## src/rtl/glut_stage_sequencer_if.sv

```systemverilog
`default_nettype none
// ============================================================
// Module  : glut_stage_sequencer_if
// Purpose : command, config and tile-control bundle of the sequencer
// Revision: 1.0 - initial release
// ============================================================
interface glut_stage_sequencer_if;
  logic        cfg_we;
  logic [2:0]  cfg_addr;
  logic [15:0] cfg_data;
  logic        start;
  logic        abort;
  logic        beat_valid;
  logic        stage_start;
  logic [1:0]  block_en;
  logic [3:0]  input_sel_a;
  logic [2:0]  input_sel_b;
  logic [2:0]  add_output_sel;
  logic [2:0]  mul_output_sel;
  logic [2:0]  stage_idx;
  logic        busy;
  logic        done;
  logic        err_overrun;

  modport master (
    output cfg_we, cfg_addr, cfg_data, start, abort, beat_valid,
    input  stage_start, block_en, input_sel_a, input_sel_b,
           add_output_sel, mul_output_sel, stage_idx, busy, done, err_overrun
  );

  modport slave (
    input  cfg_we, cfg_addr, cfg_data, start, abort, beat_valid,
    output stage_start, block_en, input_sel_a, input_sel_b,
           add_output_sel, mul_output_sel, stage_idx, busy, done, err_overrun
  );
endinterface
`default_nettype wire

```

## src/rtl/glut_stage_sequencer.sv

```systemverilog
`default_nettype none
// ============================================================
// Module  : glut_stage_sequencer
// Purpose : steps an add_mul_block_x4 tile through a stage table
// Revision: 1.0 - initial release
// ============================================================
module glut_stage_sequencer #(
  parameter int DATA_NUM  = 192,
  parameter int STAGE_NUM = 8,
  parameter int DRAIN_CYC = 16
) (
  input  logic                  clk,
  input  logic                  rst_n,
  glut_stage_sequencer_if.slave seq_if
);
  localparam int         c_IDX_W      = $clog2(STAGE_NUM);
  localparam logic [9:0] c_BEAT_LAST  = 10'(DATA_NUM - 1);
  localparam logic [7:0] c_DRAIN_LAST = 8'(DRAIN_CYC - 1);
  localparam logic [2:0] c_LAST_IDX   = 3'(STAGE_NUM - 1);

  localparam logic [2:0] c_IDLE  = 3'd0;
  localparam logic [2:0] c_LOAD  = 3'd1;
  localparam logic [2:0] c_RUN   = 3'd2;
  localparam logic [2:0] c_DRAIN = 3'd3;
  localparam logic [2:0] c_NEXT  = 3'd4;
  localparam logic [2:0] c_DONE  = 3'd5;

  logic [2:0]  r_state, w_next_state;
  logic [9:0]  r_beat_cnt;
  logic [7:0]  r_drain_cnt;
  logic [15:0] r_table [STAGE_NUM];
  logic [15:0] w_tbl_word;
  logic        w_beat_end, w_drain_end;

  // Tile word held as {mul, add, sel_b, sel_a, block_en}, matching the table layout.
  logic [14:0] r_word, w_word;
  logic        r_last, w_last;
  logic [2:0]  r_stage_idx, w_stage_idx;
  logic        r_stage_start, w_stage_start;
  logic        r_busy, w_busy;
  logic        r_done, w_done;
  logic        r_err_overrun, w_err;

  assign w_tbl_word  = r_table[r_stage_idx[c_IDX_W-1:0]];
  assign w_beat_end  = (r_state == c_RUN) && seq_if.beat_valid && (r_beat_cnt == c_BEAT_LAST);
  assign w_drain_end = (r_state == c_DRAIN) && (r_drain_cnt == c_DRAIN_LAST);

  always_ff @(posedge clk or negedge rst_n) begin
    if (!rst_n) begin
      r_state <= c_IDLE;
    end else begin
      r_state <= w_next_state;
    end
  end

  always_comb begin
    w_next_state = r_state;
    if (seq_if.abort) begin
      w_next_state = c_IDLE;
    end else begin
      case (r_state)
        c_IDLE:  if (seq_if.start) w_next_state = c_LOAD;
        c_LOAD:  w_next_state = c_RUN;
        c_RUN:   if (w_beat_end) w_next_state = c_DRAIN;
        c_DRAIN: if (w_drain_end) w_next_state = c_NEXT;
        c_NEXT:  w_next_state = (r_last || (r_stage_idx == c_LAST_IDX)) ? c_DONE : c_LOAD;
        c_DONE:  w_next_state = c_IDLE;
        default: w_next_state = c_IDLE;
      endcase
    end
  end

  // Next values of the registered outputs, decoded from the upcoming state.
  always_comb begin
    w_stage_start = (w_next_state == c_RUN) || (w_next_state == c_DRAIN);
    w_busy        = (w_next_state != c_IDLE);
    w_done        = (w_next_state == c_DONE);
    w_word        = r_word;
    w_last        = r_last;
    w_stage_idx   = r_stage_idx;
    w_err         = r_err_overrun;
    if (w_next_state == c_IDLE) begin
      w_word      = '0;
      w_last      = 1'b0;
      w_stage_idx = '0;
    end else if (r_state == c_LOAD) begin
      w_word = w_tbl_word[14:0];
      w_last = w_tbl_word[15];
    end else if (r_state == c_IDLE) begin
      w_stage_idx = '0;
    end else if ((r_state == c_NEXT) && (w_next_state == c_LOAD)) begin
      w_stage_idx = r_stage_idx + 3'd1;
    end
    if ((r_state == c_IDLE) && seq_if.start && !seq_if.abort) begin
      w_err = 1'b0;
    end else if ((r_state != c_IDLE) && (r_state != c_RUN) && seq_if.beat_valid) begin
      w_err = 1'b1;
    end
  end

  always_ff @(posedge clk or negedge rst_n) begin
    if (!rst_n) begin
      r_word        <= '0;
      r_last        <= 1'b0;
      r_stage_idx   <= '0;
      r_stage_start <= 1'b0;
      r_busy        <= 1'b0;
      r_done        <= 1'b0;
      r_err_overrun <= 1'b0;
    end else begin
      r_word        <= w_word;
      r_last        <= w_last;
      r_stage_idx   <= w_stage_idx;
      r_stage_start <= w_stage_start;
      r_busy        <= w_busy;
      r_done        <= w_done;
      r_err_overrun <= w_err;
    end
  end

  always_ff @(posedge clk or negedge rst_n) begin
    if (!rst_n) begin
      r_beat_cnt  <= '0;
      r_drain_cnt <= '0;
    end else begin
      if ((r_state == c_RUN) && (w_next_state == c_RUN) && seq_if.beat_valid) begin
        r_beat_cnt <= r_beat_cnt + 10'd1;
      end else if (w_next_state != c_RUN) begin
        r_beat_cnt <= '0;
      end
      r_drain_cnt <= ((r_state == c_DRAIN) && (w_next_state == c_DRAIN)) ? r_drain_cnt + 8'd1 : '0;
    end
  end

  // The table only takes writes while the sequence is stopped.
  always_ff @(posedge clk or negedge rst_n) begin
    if (!rst_n) begin
      for (int i = 0; i < STAGE_NUM; i++) begin
        r_table[i] <= '0;
      end
    end else if (seq_if.cfg_we && (r_state == c_IDLE) && (int'(seq_if.cfg_addr) < STAGE_NUM)) begin
      r_table[seq_if.cfg_addr[c_IDX_W-1:0]] <= seq_if.cfg_data;
    end
  end

  assign seq_if.stage_start    = r_stage_start;
  assign seq_if.block_en       = r_word[1:0];
  assign seq_if.input_sel_a    = r_word[5:2];
  assign seq_if.input_sel_b    = r_word[8:6];
  assign seq_if.add_output_sel = r_word[11:9];
  assign seq_if.mul_output_sel = r_word[14:12];
  assign seq_if.stage_idx      = r_stage_idx;
  assign seq_if.busy           = r_busy;
  assign seq_if.done           = r_done;
  assign seq_if.err_overrun    = r_err_overrun;
endmodule
`default_nettype wire

```

## src/flat_wrapper.sv

```systemverilog
// flat-port wrapper written by rule: the top's interface ports become plain ports
module glut_stage_sequencer_flat 
#(
  parameter int DATA_NUM  = 192,
  parameter int STAGE_NUM = 8,
  parameter int DRAIN_CYC = 16
)
  (clk, rst_n, seq_if_cfg_we, seq_if_cfg_addr, seq_if_cfg_data, seq_if_start, seq_if_abort, seq_if_beat_valid, seq_if_stage_start, seq_if_block_en, seq_if_input_sel_a, seq_if_input_sel_b, seq_if_add_output_sel, seq_if_mul_output_sel, seq_if_stage_idx, seq_if_busy, seq_if_done, seq_if_err_overrun);
  glut_stage_sequencer_if seq_if_i ();
  input  logic clk;
  input  logic rst_n;
  input wire logic [$bits(seq_if_i.cfg_we)-1:0] seq_if_cfg_we;
  input wire logic [$bits(seq_if_i.cfg_addr)-1:0] seq_if_cfg_addr;
  input wire logic [$bits(seq_if_i.cfg_data)-1:0] seq_if_cfg_data;
  input wire logic [$bits(seq_if_i.start)-1:0] seq_if_start;
  input wire logic [$bits(seq_if_i.abort)-1:0] seq_if_abort;
  input wire logic [$bits(seq_if_i.beat_valid)-1:0] seq_if_beat_valid;
  output wire logic [$bits(seq_if_i.stage_start)-1:0] seq_if_stage_start;
  output wire logic [$bits(seq_if_i.block_en)-1:0] seq_if_block_en;
  output wire logic [$bits(seq_if_i.input_sel_a)-1:0] seq_if_input_sel_a;
  output wire logic [$bits(seq_if_i.input_sel_b)-1:0] seq_if_input_sel_b;
  output wire logic [$bits(seq_if_i.add_output_sel)-1:0] seq_if_add_output_sel;
  output wire logic [$bits(seq_if_i.mul_output_sel)-1:0] seq_if_mul_output_sel;
  output wire logic [$bits(seq_if_i.stage_idx)-1:0] seq_if_stage_idx;
  output wire logic [$bits(seq_if_i.busy)-1:0] seq_if_busy;
  output wire logic [$bits(seq_if_i.done)-1:0] seq_if_done;
  output wire logic [$bits(seq_if_i.err_overrun)-1:0] seq_if_err_overrun;
  assign seq_if_i.cfg_we = seq_if_cfg_we;
  assign seq_if_i.cfg_addr = seq_if_cfg_addr;
  assign seq_if_i.cfg_data = seq_if_cfg_data;
  assign seq_if_i.start = seq_if_start;
  assign seq_if_i.abort = seq_if_abort;
  assign seq_if_i.beat_valid = seq_if_beat_valid;
  assign seq_if_stage_start = seq_if_i.stage_start;
  assign seq_if_block_en = seq_if_i.block_en;
  assign seq_if_input_sel_a = seq_if_i.input_sel_a;
  assign seq_if_input_sel_b = seq_if_i.input_sel_b;
  assign seq_if_add_output_sel = seq_if_i.add_output_sel;
  assign seq_if_mul_output_sel = seq_if_i.mul_output_sel;
  assign seq_if_stage_idx = seq_if_i.stage_idx;
  assign seq_if_busy = seq_if_i.busy;
  assign seq_if_done = seq_if_i.done;
  assign seq_if_err_overrun = seq_if_i.err_overrun;
  glut_stage_sequencer #(.DATA_NUM(DATA_NUM), .STAGE_NUM(STAGE_NUM), .DRAIN_CYC(DRAIN_CYC)) u_core (.clk(clk), .rst_n(rst_n), .seq_if(seq_if_i));
endmodule
```

## config.mk

```make
export PLATFORM = sky130hd
export DESIGN_NAME = glut_stage_sequencer_flat
export DESIGN_NICKNAME = d
export VERILOG_FILES = /design/src/rtl/glut_stage_sequencer_if.sv /design/src/rtl/glut_stage_sequencer.sv /design/src/flat_wrapper.sv
export SDC_FILE = /design/constraint.sdc
export NUM_CORES = 1
export LEC_CHECK = 0
export BUFFER_PORTS_ARGS = -buffer_cell sky130_fd_sc_hd__buf_4
export CORE_ASPECT_RATIO = 1.1
export CORE_MARGIN = 10
export CORE_UTILIZATION = 40
export DETAILED_ROUTE_END_ITERATION = 12
export SLEW_MARGIN = 20
export SYNTH_ARGS = -nofsm -noshare
export SYNTH_HDL_FRONTEND = slang
export SYNTH_SLANG_ARGS = --single-unit
export TNS_END_PERCENT = 5
```

## constraint.sdc

```tcl
create_clock -name clk -period 5 [get_ports clk]
set_input_delay 0 -clock clk [delete_from_list [all_inputs] [get_ports clk]]
set_output_delay 0 -clock clk [all_outputs]
set_load 0.02 [all_outputs]
```

==> run metrics <==
Async S/R FF share, synth 1.00; total routed wirelength 17400 µm; Setup violations, final 0; Die ar. 26200 µm²; Clock Power Share 0.335; Pleak 0.00403 µW; Via density 5.35; Resized Gates After CTS 0; first-pass GRT wire length 28200 µm; Int Power 2860 µW; ratio of cells with drive above 1 in the final layout 0.428; Syn-to-layout area delta 15.5%; drt pass-1 iters 5; Data required, critical path 5.24 ns; Non-Filler Instances 855; Min-Delay Path Class in -> async; Post-synth EDFFs 0; clock root buffer clkbuf_16; initial antenna violation count 0; Seq/Total Area, Yosys 0.534; Sw Share 0.242; crit start category register; Initial Utilization 0.407; part of the power in registers 0.491; crit end category register; setup repair bufs after CTS 0; CTS Buf Count 17; fmax 0.384 GHz; CTS tree built; final hold violations 0; Warnings, synthesis 0; hpwl dp 11300 µm; final worst path period share 0.521; Core Rows 54; Worst Tran Pin Value 1.11 ns; Psw 914 µW; total grt overflow 0; Reg clk slew, reported paths 0.06 ns; status complete, no violations; # port buffers 46; synthesized instance count 534; Clock Path Buffers 2; syn nets 563; Synth area leaders dfrtp_1 53%, mux2_2 13%, mux4_2 8.9%, mux2_4 5.6%, mux2i_1 2.4%; vias post-DR 4578; clock latency on the worst-skew pair 0.42 ns; Power Density 405 nW/µm²; largest net degree at the start of global routing 79; Avg WL per Cell 20.3 µm; Yosys reg bits 172; distinct cell type count of the synthesized netlist 53; crit path DAT 2.85 ns; worst-path fanout max 20; Critical path origin u_core.seq_if.stage_idx[0]; post-route minimum period 2.61 ns; max capacitance violation total 0; Starting DRT DRC Count 265; Reg2Reg Setup Slack 2.39 ns; Placer Congestion 0.818; Total Power 3770 µW; Synth top cells by count 172 x dfrtp_1, 96 x mux2_2, 41 x nor2_1, 32 x mux4_2, 30 x mux2_4; CTS H-tree depth 4; Final Hold Slack 0.0873 ns; RR Endpoint u_core.r_word[7]; most common cell in the netlist dfrtp_1; Max Transition Viols Final 0; Post-route DRC 0; core box area 19800 µm²; clock skew 0.00909 ns; Worst R2R Start u_core.seq_if.stage_idx[0]; RSZ-0062 raised after global routing no; Rel. slew slack 0.258; clk sinks 172; total global-route track usage 0.136; area leader, netlist dfrtp_1; reg2reg path depth 6; Ports 47; Nets 621; post-synth top area share 0.534; ANT nets after route 0; die height 169 µm; antenna cells 0; logic gate share of total power 0.174; Setup crit end u_core.r_word[7]; Worst Path Class, Setup reg -> reg; Mapped Area 8060 µm²; top_reg_cell synth dfrtp_1; dpl cells 804; syn_area_per_cell 15.1 µm²; Setup TNS 0 ns; vias in the first global route 5014; Peak VDD IR 0.000178 V; Die Span X 155 µm
-- per-stage QoR --
step                       util  setup WS (ns)  instance area, µm²
after floorplan               -           3.14                8060
after CTS                 0.469           2.04                9290
after detailed placement  0.431           2.04                8540
final                     0.470           2.39                9300
after global routing      0.470           2.21                9300
after global placement    0.431           2.28                8540
-- cells in the final DEF (no fill, tap or decap), types with 2 or more instances in the layout --
cell             n
mux2_1           2
buf_6            2
xor2_1           9
nand3b_1         2
nand2_1         14
a41oi_1          2
dfrtp_2          2
nor3_1           2
buf_4           50
nand3_1          4
clkbuf_16       17
clkbuf_1         6
nor2_1          41
inv_1            2
bufinv_16        2
dlygate4sd3_1   20
nor2_2           3
and3_1           4
nor3b_4          2
mux4_2          32
mux2_2          96
nor3_4           2
dfrtp_1        170
mux2i_1         19
nand4_1          3
a21oi_1          2
clkinvlp_4       3
o22a_1           3
mux2_4          30
xnor2_1          7
nand3b_4         3
nor2b_1          3
ha_1             4
a221oi_1        16
-- layout make-up --
| type | count | area [µm²] |
|---|---|---|
| Clock buffer | 24 | 462 |
| Clock inverter | 6 | 91.3 |
| Fill cell | 1719 | 10500 |
| Inverter | 2 | 7.51 |
| Multi-Input combinational cell | 327 | 3520 |
| Sequential cell | 172 | 4310 |
| Tap cell | 252 | 315 |
| Timing Repair Buffer | 72 | 598 |
-- power by group through the flow --
| stage | Sequential, µW | Clock [µW] | Combinational, µW |
|---|---|---|---|
| 2_1_floorplan | 1830 | 0 | 493 |
| 6_report | 1850 | 1260 | 655 |
| 4_1_cts | 1850 | 1290 | 666 |
| 3_3_place_gp | 1850 | 0 | 624 |
| 5_1_grt | 1890 | 1350 | 713 |
| 3_5_place_dp | 1880 | 0 | 650 |
-- how the worst min path moves through the flow --
stage / startpoint / depth (start not counted) / endpoint
global placement: rst_n / 1 / u_core.r_beat_cnt[5]
global route: rst_n / 2 / u_core.r_beat_cnt[3]
finish: rst_n / 2 / u_core.r_beat_cnt[3]
CTS: rst_n / 2 / u_core.r_beat_cnt[3]
floorplan: rst_n / 0 / u_core.r_beat_cnt[0]
detailed placement: rst_n / 1 / u_core.r_beat_cnt[3]
-- critical path, cell delays in order (launching register included) --
cell and delay [ns]:
dfrtp_2 0.64, ha_1 0.32, ha_1 0.17, nor2_1 0.33, nor2_2 0.10, o21bai_2 0.63
a221oi_1 0.22
-- repair_timing --
action	CTS	global route
endpoints found under the setup margin	0	0
hold buffers	20	0
endpoints found under the hold margin	188	0
-- per-layer routing --
metal  wire length [µm]  vias to the layer above  share of wire  GRT usage
met5                  0                        -              0          0
met4                195                        0          0.011     0.0399
met3                604                       12          0.035     0.0299
met2               9120                       77           0.52      0.234
met1               7470                     2405           0.43      0.166
li1                   -                     2084              -          -
-- flip-flops by register name (all words and copies together), names as in the netlist --
name                       count
u_core.seq_if.stage_start      1
u_core.r_last                  1
u_core.seq_if.stage_idx        3
u_core.seq_if.busy             1
u_core.r_beat_cnt             10
u_core.r_drain_cnt             8
u_core.r_word                 15
u_core.r_state                 3
u_core.seq_if.done             1
u_core.r_table               128
u_core.seq_if.err_overrun      1
-- cells by family after synthesis --
kind of cell	share of synthesized area
mux	0.306
flops	0.534
simple gates	0.0744
buf+inv	0.0293
compound gates	0.0326
xor+xnor	0.0174
fa+ha+maj	0.00621
Note: power is estimated with default switching activity, not from simulation.
